==> src/rtl/ex_wb_buffer.sv <==
// EX->WB result buffer: 2-entry in-order FIFO with op filter and retire count.
// Define EX_WB_FORWARD_EN to build the forwarding lookup.
package ex_wb_pkg;
   typedef struct packed {
      logic [3:0]  rd;
      logic [16:0] data;
   } wb_entry_t;
endpackage

module ex_wb_buffer
   import ex_wb_pkg::*;
(
   input  logic        clk,
   input  logic        rst_n,
   input  logic        in_valid,
   output logic        in_ready,
   input  logic [3:0]  in_opcode,
   input  logic [3:0]  in_rd,
   input  logic [16:0] in_result,
   input  logic        in_cond_met,
   output logic        wb_valid,
   input  logic        wb_ready,
   output logic [3:0]  wb_rd,
   output logic [16:0] wb_data,
   output logic [15:0] retire_cnt,
   input  logic [3:0]  q_rs1,
   input  logic [3:0]  q_rs2,
   output logic        fwd1_hit,
   output logic        fwd2_hit,
   output logic [16:0] fwd1_data,
   output logic [16:0] fwd2_data
);

   localparam logic [1:0] S_EMPTY = 2'd0;
   localparam logic [1:0] S_ONE   = 2'd1;
   localparam logic [1:0] S_FULL  = 2'd2;

   logic [1:0] state, state_nx;
   wb_entry_t  head, tail, head_nx, tail_nx, new_e;
   logic       accept, pop;
   logic       is_mem, is_cond;
   logic       do_enq, do_cnt;

   assign in_ready = (state != S_FULL);
   assign wb_valid = (state != S_EMPTY);
   assign wb_rd    = head.rd;
   assign wb_data  = head.data;

   assign accept = in_valid & in_ready;
   assign pop    = wb_valid & wb_ready;

   always_comb begin
      is_mem  = 1'b0;
      is_cond = 1'b0;
      unique case (1'b1)
         (in_opcode[3:1] == 3'b110): is_mem  = 1'b1;
         (in_opcode[3:1] == 3'b111): is_cond = 1'b1;
         default: ;
      endcase
   end

   // Dropped CAIZ/CAIF still retire; loads/stores retire elsewhere.
   assign do_cnt = accept & ~is_mem;
   assign do_enq = do_cnt & (~is_cond | in_cond_met);

   assign new_e.rd   = in_rd;
   assign new_e.data = in_result;

   always_comb begin
      state_nx = state;
      head_nx  = head;
      tail_nx  = tail;
      unique case (state)
         S_EMPTY: begin
            if (do_enq) begin
               head_nx  = new_e;
               state_nx = S_ONE;
            end
         end
         S_ONE: begin
            if (do_enq && pop) begin
               head_nx = new_e;
            end else if (do_enq) begin
               tail_nx  = new_e;
               state_nx = S_FULL;
            end else if (pop) begin
               state_nx = S_EMPTY;
            end
         end
         S_FULL: begin
            if (pop) begin
               head_nx  = tail;
               state_nx = S_ONE;
            end
         end
         default: state_nx = S_EMPTY;
      endcase
   end

   always_ff @(posedge clk or negedge rst_n) begin
      if (!rst_n) begin
         state      <= S_EMPTY;
         head       <= '0;
         tail       <= '0;
         retire_cnt <= '0;
      end else begin
         state <= state_nx;
         head  <= head_nx;
         tail  <= tail_nx;
         if (do_cnt)
            retire_cnt <= retire_cnt + 16'd1;
      end
   end

`ifdef EX_WB_FORWARD_EN
   logic h_v, t_v;

   assign h_v = (state != S_EMPTY);
   assign t_v = (state == S_FULL);

   // Tail is the younger entry, so it wins when both match.
   always_comb begin
      fwd1_hit  = 1'b0;
      fwd1_data = '0;
      if (t_v && tail.rd == q_rs1) begin
         fwd1_hit  = 1'b1;
         fwd1_data = tail.data;
      end else if (h_v && head.rd == q_rs1) begin
         fwd1_hit  = 1'b1;
         fwd1_data = head.data;
      end
   end

   always_comb begin
      fwd2_hit  = 1'b0;
      fwd2_data = '0;
      if (t_v && tail.rd == q_rs2) begin
         fwd2_hit  = 1'b1;
         fwd2_data = tail.data;
      end else if (h_v && head.rd == q_rs2) begin
         fwd2_hit  = 1'b1;
         fwd2_data = head.data;
      end
   end
`else
   logic unused_q;

   assign unused_q  = ^{q_rs1, q_rs2};
   assign fwd1_hit  = 1'b0;
   assign fwd2_hit  = 1'b0;
   assign fwd1_data = '0;
   assign fwd2_data = '0;
`endif

endmodule

==> config.mk <==
export PLATFORM = sky130hd
export DESIGN_NAME = ex_wb_buffer
export DESIGN_NICKNAME = d
export VERILOG_FILES = /design/src/rtl/ex_wb_buffer.sv
export SDC_FILE = /design/constraint.sdc
export NUM_CORES = 1
export LEC_CHECK = 0
export BUFFER_PORTS_ARGS = -buffer_cell sky130_fd_sc_hd__clkbuf_2
export CORE_AREA = 2 2 81 83
export DETAILED_ROUTE_END_ITERATION = 8
export DIE_AREA = 0 0 83 85
export PLACE_DENSITY = 0.78
export SYNTH_ARGS = -nofsm -noshare
export SYNTH_HDL_FRONTEND = slang
export SYNTH_SLANG_ARGS = --single-unit
==> constraint.sdc <==
create_clock -name clk -period 1.98 [get_ports clk]
set_input_delay 0.297 -clock clk [delete_from_list [all_inputs] [get_ports clk]]
set_output_delay 0.297 -clock clk [all_outputs]
set_load 0.02 [all_outputs]
==> results of run 1 <==
[logic make-up (layout without fill, tap and decap cells)]
kind of cell / Yosys count / in the layout / share of synthesized area
XOR/XNOR: 15 / 15 / 0.0445
AO/OA/AOI/OAI: 9 / 9 / 0.0229
buffers and inverters: 46 / 90 / 0.112
AND/OR/NAND/NOR: 99 / 99 / 0.146
other: 1 / 36 / 0.00127
multiplexers: 42 / 42 / 0.160
adder cells (fa/ha/maj): 1 / 1 / 0.00424
flip-flops: 60 / 60 / 0.509
[worst paths after layout]
kind / end / slack, ps / cells after the start
worst max-delay path: in_ready / 180 / 4
worst min-delay path: state[1] / 160 / 2
worst max register to register: wb_data[11] / 380 / 5
worst min register to register: retire_cnt[13] / 500 / 1
max in group asynchronous: retire_cnt[3] / 1210 / 3
min in group asynchronous: wb_data[8] / 510 / 3
[registers in the layout (all words and copies together), names as in the netlist]
register,count
retire_cnt,16
wb_rd,4
state,2
wb_data,17
tail,21
[layout by cell type, fill, tap and decap left out, drive strengths merged]
cell         Yosys  final
clkbuf           3     77
nand2           72     72
dfrtp           60     60
mux2            42     42
conb             1     36
xnor2           13     13
nand3            7      7
buf             42      5
and3             4      4
nand4            4      4
o211ai           3      3
bufinv           0      3
nor2             3      3
nor2b            2      2
and4             2      2
nor3             2      2
xor2             2      2
o21ai            2      2
clkinv           0      2
inv              1      1
or2              1      1
and2             1      1
nand2b           1      1
o211a            1      1
a22oi            1      1
a21oi            1      1
a21o             1      1
ha               1      1
clkinvlp         0      1
dlygate4sd3      0      1
[layout make-up]
type | instances | area [um2] | area share
clock buffers | 10 | 138 | 0.0392
clock inverters | 6 | 111 | 0.0317
flip-flops and latches | 60 | 1500 | 0.428
multi-input cells | 202 | 1250 | 0.357
inverters | 1 | 3.75 | 0.00107
repair buffers | 73 | 408 | 0.116
well taps | 77 | 96.3 | 0.0274
[power by group]
part	internal (mW)	switching [mW]	total (mW)
clock network	0.870	0.500	1.37
registers	1.69	0.290	1.98
logic	0.620	0.763	1.38
total	3.18	1.55	4.73
[per-layer routing]
metal	global-route usage	vias up	routed length [um]
li1	-	975	-
met1	0.199	993	2410
met2	0.272	80	2580
met3	0.0447	11	338
met4	0.0805	0	120
met5	0	-	0
==> summary.md, run 1 <==
| Metric | Value |
|---|---|
| Post-synthesis instance area | 2950 um2 |
| Maximum clock rate | 0.556 GHz |
| Detailed-routing iteration count for the pre-antenna-repair pass | 4 |
| Most frequent cell after synthesis | sky130_fd_sc_hd__nand2_1 |
| Final TNS setup | 0 ps |
| Number of maximum-capacitance constraint violations | 0 |
| Startpoint types | flip-flop |
| Post-detailed-routing wire length | 5450 um |
| Layout fillers | 539 |
| Area of the die | 7060 um2 |
| Fraction of layout cells with a size suffix above 1 | 0.389 |
| Worst path max stage delay | 420 ps |
| Die height | 85 um |
| Leakage component of the power | 1.78 nW |
| Number of gates resized after CTS | 0 |
| Initial cell density of the core | 0.475 |
| Buffers plus inverters on the worst setup path | 3 |
| Count of antenna diodes in the layout | 0 |
| Source of the worst register-to-register timing path | state[1] |
| Post-detailed-route wirelength per cell | 12.7 um |
| Worst ir drop on vdd | 0.000902 V |
| Worst Setup Path Type | flip-flop to output port |
| Clock transition at the registers of the reported paths | 70 ps |
| Count of standard-cell rows | 29 |
| Crit Path Max Fanout | 23 |
| Clock latency at the later pin of the worst-skew pair | 340 ps |
| Number of antenna violations at the first check in global routing | 0 |
| Synth area leader | sky130_fd_sc_hd__dfrtp_1 |
| Maximum number of pins on one net before global-route repair | 61 |
| Hold crit path type | primary input to flip-flop |
| Ratio of final minimum period to clock period | 0.908 |
| Number of DRC markers in iteration 0 | 96 |
| Congestion Overflow GR | 0 |
| EDFF count, synth | 0 |
| Fin area | 3510 um2 |
| Final Hold Vio Count | 0 |
| Post-route total power | 4.73 mW |
| Worst hold start | wb_ready |
| Finish-stage setup viols | 0 |
| Yosys Warn Count | 0 |
| Master cell of the clock root buffer | sky130_fd_sc_hd__clkbuf_8 |
| Largest delay share family, worst path | buffers and inverters |
| Setup slack after placement | 364 ps |
| Placed inst area | 3250 um2 |
| Syn Inst Count | 273 |
| Area of the placeable core | 6200 um2 |
| Final-layout worst hold slack | 160 ps |
| Overall routing resource usage | 0.164 |
| Vias per cell | 4.80 |
| Final count of pins violating max slew | 0 |
| CTS tree | done |
| Total instance count after detailed placement | 412 |
| Unrepaired setup endpoints after global routing | false |
| Routability congestion estimate | 0.705 |
| Endpoint class of the critical path | output port |
| Prevailing post-synth register cell | sky130_fd_sc_hd__dfrtp_1 |
| Detailed placement HPWL | 3740 um |
| Final Util | 0.566 |
| Cts hold-fix bufs | 1 |
| Critical Path, Cell by Cell | nor2b_2 > inv_2 > buf_4 > clkbuf_2 |
| Critical Path Source | state[1] |
| Top cells by count, synth | sky130_fd_sc_hd__nand2_1 (72), sky130_fd_sc_hd__dfrtp_1 (60), sky130_fd_sc_hd__mux2_2 (42), sky130_fd_sc_hd__buf_4 (37), sky130_fd_sc_hd__xnor2_1 (13) |
| Vias after detailed routing | 2059 |
| Number of nets at the end of the flow | 386 |
| Area growth, synth to finish | 19.0% |
| Post-route insts no fill | 429 |
| Boundary Pins | 113 |
| Unique cell type count in the Yosys netlist | 29 |
| Number of levels in the clock H-tree | 3 |
| Avg Synthesized Cell Area | 10.8 um2 |
| P per Cell Area | 1350 nW/um2 |
| Number of buffers added by the clock tree synthesis step | 9 |
| Final critical path time including I/O delays and setup | 1800 ps |
| CP max-delay cell | sky130_fd_sc_hd__dfrtp_1 |
| Fraction of post-synthesis cell area in the top cell type by area | 0.509 |
| Clock Path Buffers | 2 |
| Setup clock skew after layout | 8.57 ps |
| Share of synthesized flip-flops with an asynchronous set or reset | 1.00 |
| Result of the run | completed |
| Count of buffers inserted at the top-level ports | 67 |
| Horizontal extent of the die | 83 um |
| Antenna-violating nets left | 0 |
| Sequential-to-total area share from yosys stat | 0.509 |
| Worst Path Required | 1680 ps |
| Top area cells in the synthesized netlist | sky130_fd_sc_hd__dfrtp_1 (51%), sky130_fd_sc_hd__mux2_2 (16%), sky130_fd_sc_hd__buf_4 (9.4%), sky130_fd_sc_hd__nand2_1 (9.2%), sky130_fd_sc_hd__xnor2_1 (3.9%) |
| Wire length of the first global-routing pass | 9110 um |
| Setup ws final | 183 ps |
| Vias in the first global route | 2009 |
| Critical path data arrival time | 1500 ps |
| Remaining DRCs | 0 |
| Post-CTS Setup Repair Bufs | 0 |
| Clk sink count | 60 |
| Number of register bits inferred by synthesis | 60 |
No activity file was read; power rests on OpenSTA's default activity.
==> run 2, diff against run 1 <==
BUFFER_PORTS_ARGS = -buffer_cell sky130_fd_sc_hd__buf_2   (was -buffer_cell sky130_fd_sc_hd__clkbuf_2)
==> run 2 against run 1 <==
Against the previous run:
- power shrank 3.4%
- cell count unchanged
- die area is the same
- final area down 0.93%
- fmax is 0.26% lower
- via count increased by 1.8%
- critical path depth unchanged
- critical path type unchanged
- largest power group unchanged
==> summary.md, run 2 (synthesis results as in run 1) <==
| Metric | Value |
|---|---|
| Result of the run | completed |
| Finish-stage setup viols | 0 |
| Count of antenna diodes in the layout | 0 |
| Leading cell types in the layout, fill and taps excluded | sky130_fd_sc_hd__nand2_1 (72), sky130_fd_sc_hd__buf_2 (67), sky130_fd_sc_hd__dfrtp_1 (60) |
| Setup slack after placement | 352 ps |
| Count of buffers inserted at the top-level ports | 67 |
| Overall routing resource usage | 0.168 |
| Maximum number of pins on one net before global-route repair | 61 |
| Number of nets at the end of the flow | 386 |
| Antenna-violating nets left | 0 |
| Area of the placeable core | 6200 um2 |
| Critical path data arrival time | 1500 ps |
| Number of levels in the clock H-tree | 3 |
| Final count of pins violating max slew | 0 |
| Area of the die | 7060 um2 |
| Setup clock skew after layout | 5.06 ps |
| Final TNS setup | 0 ps |
| Largest delay share family, worst path | buffers and inverters |
| Post-CTS Setup Repair Bufs | 0 |
| Routability congestion estimate | 0.700 |
| Count of standard-cell rows | 29 |
| Buffers plus inverters on the worst setup path | 3 |
| Most common cell after layout, fill and taps aside | sky130_fd_sc_hd__nand2_1 |
| Fraction of layout cells with a size suffix above 1 | 0.386 |
| P per Cell Area | 1310 nW/um2 |
| Post-detailed-routing wire length | 5580 um |
| Number of buffers added by the clock tree synthesis step | 9 |
| Die height | 85 um |
| Leakage component of the power | 1.77 nW |
| Maximum clock rate | 0.555 GHz |
| FF-to-FF setup slack | 360 ps |
| Largest register FFs | 21 |
| Final critical path time including I/O delays and setup | 1800 ps |
| Post-detailed-route wirelength per cell | 13.0 um |
| Final-layout worst hold slack | 141 ps |
| Hold crit path type | primary input to flip-flop |
| Detailed-routing iteration count for the pre-antenna-repair pass | 4 |
| Worst Path Required | 1680 ps |
| Number of antenna violations at the first check in global routing | 0 |
| Clock Path Buffers | 2 |
| Clock latency at the later pin of the worst-skew pair | 340 ps |
| Final Hold Vio Count | 0 |
| Crit Path Max Fanout | 23 |
| Critical Path, Cell by Cell | nor2b_2 > inv_2 > buf_4 > buf_2 |
| Unrepaired setup endpoints after global routing | false |
| Worst path max stage delay | 420 ps |
| Master cell of the clock root buffer | sky130_fd_sc_hd__clkbuf_8 |
| Vias after detailed routing | 2097 |
| Clk sink count | 60 |
| Endpoint class of the critical path | output port |
| Total instance count after detailed placement | 412 |
| CP max-delay cell | sky130_fd_sc_hd__dfrtp_1 |
| Number of DRC markers in iteration 0 | 46 |
| Biggest register | tail |
| Startpoint types | flip-flop |
| Post-route insts no fill | 429 |
| Detailed placement HPWL | 3790 um |
| Worst ir drop on vdd | 0.000731 V |
| Setup ws final | 178 ps |
| Area growth, synth to finish | 17.9% |
| Worst Setup Path Type | flip-flop to output port |
| CTS tree | done |
| Vias in the first global route | 2011 |
| Congestion Overflow GR | 0 |
| Horizontal extent of the die | 83 um |
| Vias per cell | 4.89 |
| Remaining DRCs | 0 |
| Initial cell density of the core | 0.475 |
| Clock transition at the registers of the reported paths | 70 ps |
| Wire length of the first global-routing pass | 9320 um |
| Boundary Pins | 113 |
| Number of maximum-capacitance constraint violations | 0 |
| Ratio of final minimum period to clock period | 0.910 |
==> run 2: changes by cell type in the layout (fill, tap and decap cells not counted) <==
cell,before,now
sky130_fd_sc_hd__clkbuf_2,67,0
sky130_fd_sc_hd__buf_2,0,67
sky130_fd_sc_hd__clkbuf_1,0,1
sky130_fd_sc_hd__bufinv_16,3,2
sky130_fd_sc_hd__clkinv_2,1,3
sky130_fd_sc_hd__clkinvlp_4,1,0
sky130_fd_sc_hd__clkinv_4,1,0
==> run 2: area by class of cell <==
type                       instances  area, um2
tap                               77       96.3
clock buffer                      11        141
inverter                           1       3.75
clock inverter                     5       75.1
fill                             551       2730
timing repair buffer              73        408
sequential                        60       1500
multi-input combinational        202       1250
==> run 2: per-stage QoR <==
stage / area, um2 / total power, mW / util
6_report: 3480 / 4.57 / 0.561
5_1_grt: 3480 / 4.84 / 0.561
4_1_cts: 3480 / 4.62 / 0.561
3_5_place_dp: 3250 / 3.40 / 0.524
3_3_place_gp: 3250 / 3.34 / 0.524
2_1_floorplan: 3080 / 2.98 / -
==> run 2: worst paths after layout <==
| kind | startpoint | cells after the start | endpoint |
|---|---|---|---|
| min in group asynchronous | rst_n | 3 | wb_data[10] |
| setup reg to reg | state[1] | 5 | tail[2] |
| max in group asynchronous | rst_n | 3 | state[0] |
| hold reg to reg | wb_data[13] | 1 | wb_data[13] |
| hold / removal | wb_ready | 2 | state[1] |
| setup / recovery | state[1] | 4 | in_ready |
==> run 2: where the power goes <==
part           leakage, nW  internal (mW)  switching [mW]
logic                0.921          0.626           0.767
registers            0.738           1.69           0.285
clock network        0.113          0.736           0.467
total                 1.77           3.05            1.52
==> run 2: worst reg2reg max path, cell delays in order, from the launching register on <==
cell and delay, ps:
sky130_fd_sc_hd__dfrtp_1 420, sky130_fd_sc_hd__nor2b_2 160, sky130_fd_sc_hd__o21ai_1 120, sky130_fd_sc_hd__nor2_2 120
sky130_fd_sc_hd__buf_4 290, sky130_fd_sc_hd__mux2_2 390
==> run 2: what timing repair did <==
| item | 4_1_cts | 5_1_grt |
|---|---|---|
| endpoints found under the hold margin | 60 | 0 |
| resized for setup | 0 | 0 |
| hold buffers | 1 | 0 |
==> run 2: per-layer routing <==
layer  vias up  wire length [um]  GRT usage
li1        987                 -          -
met3         9               346     0.0545
met4         0                83     0.0745
met5         -                 0          0
met1      1022              2420      0.195
met2        79              2730      0.285
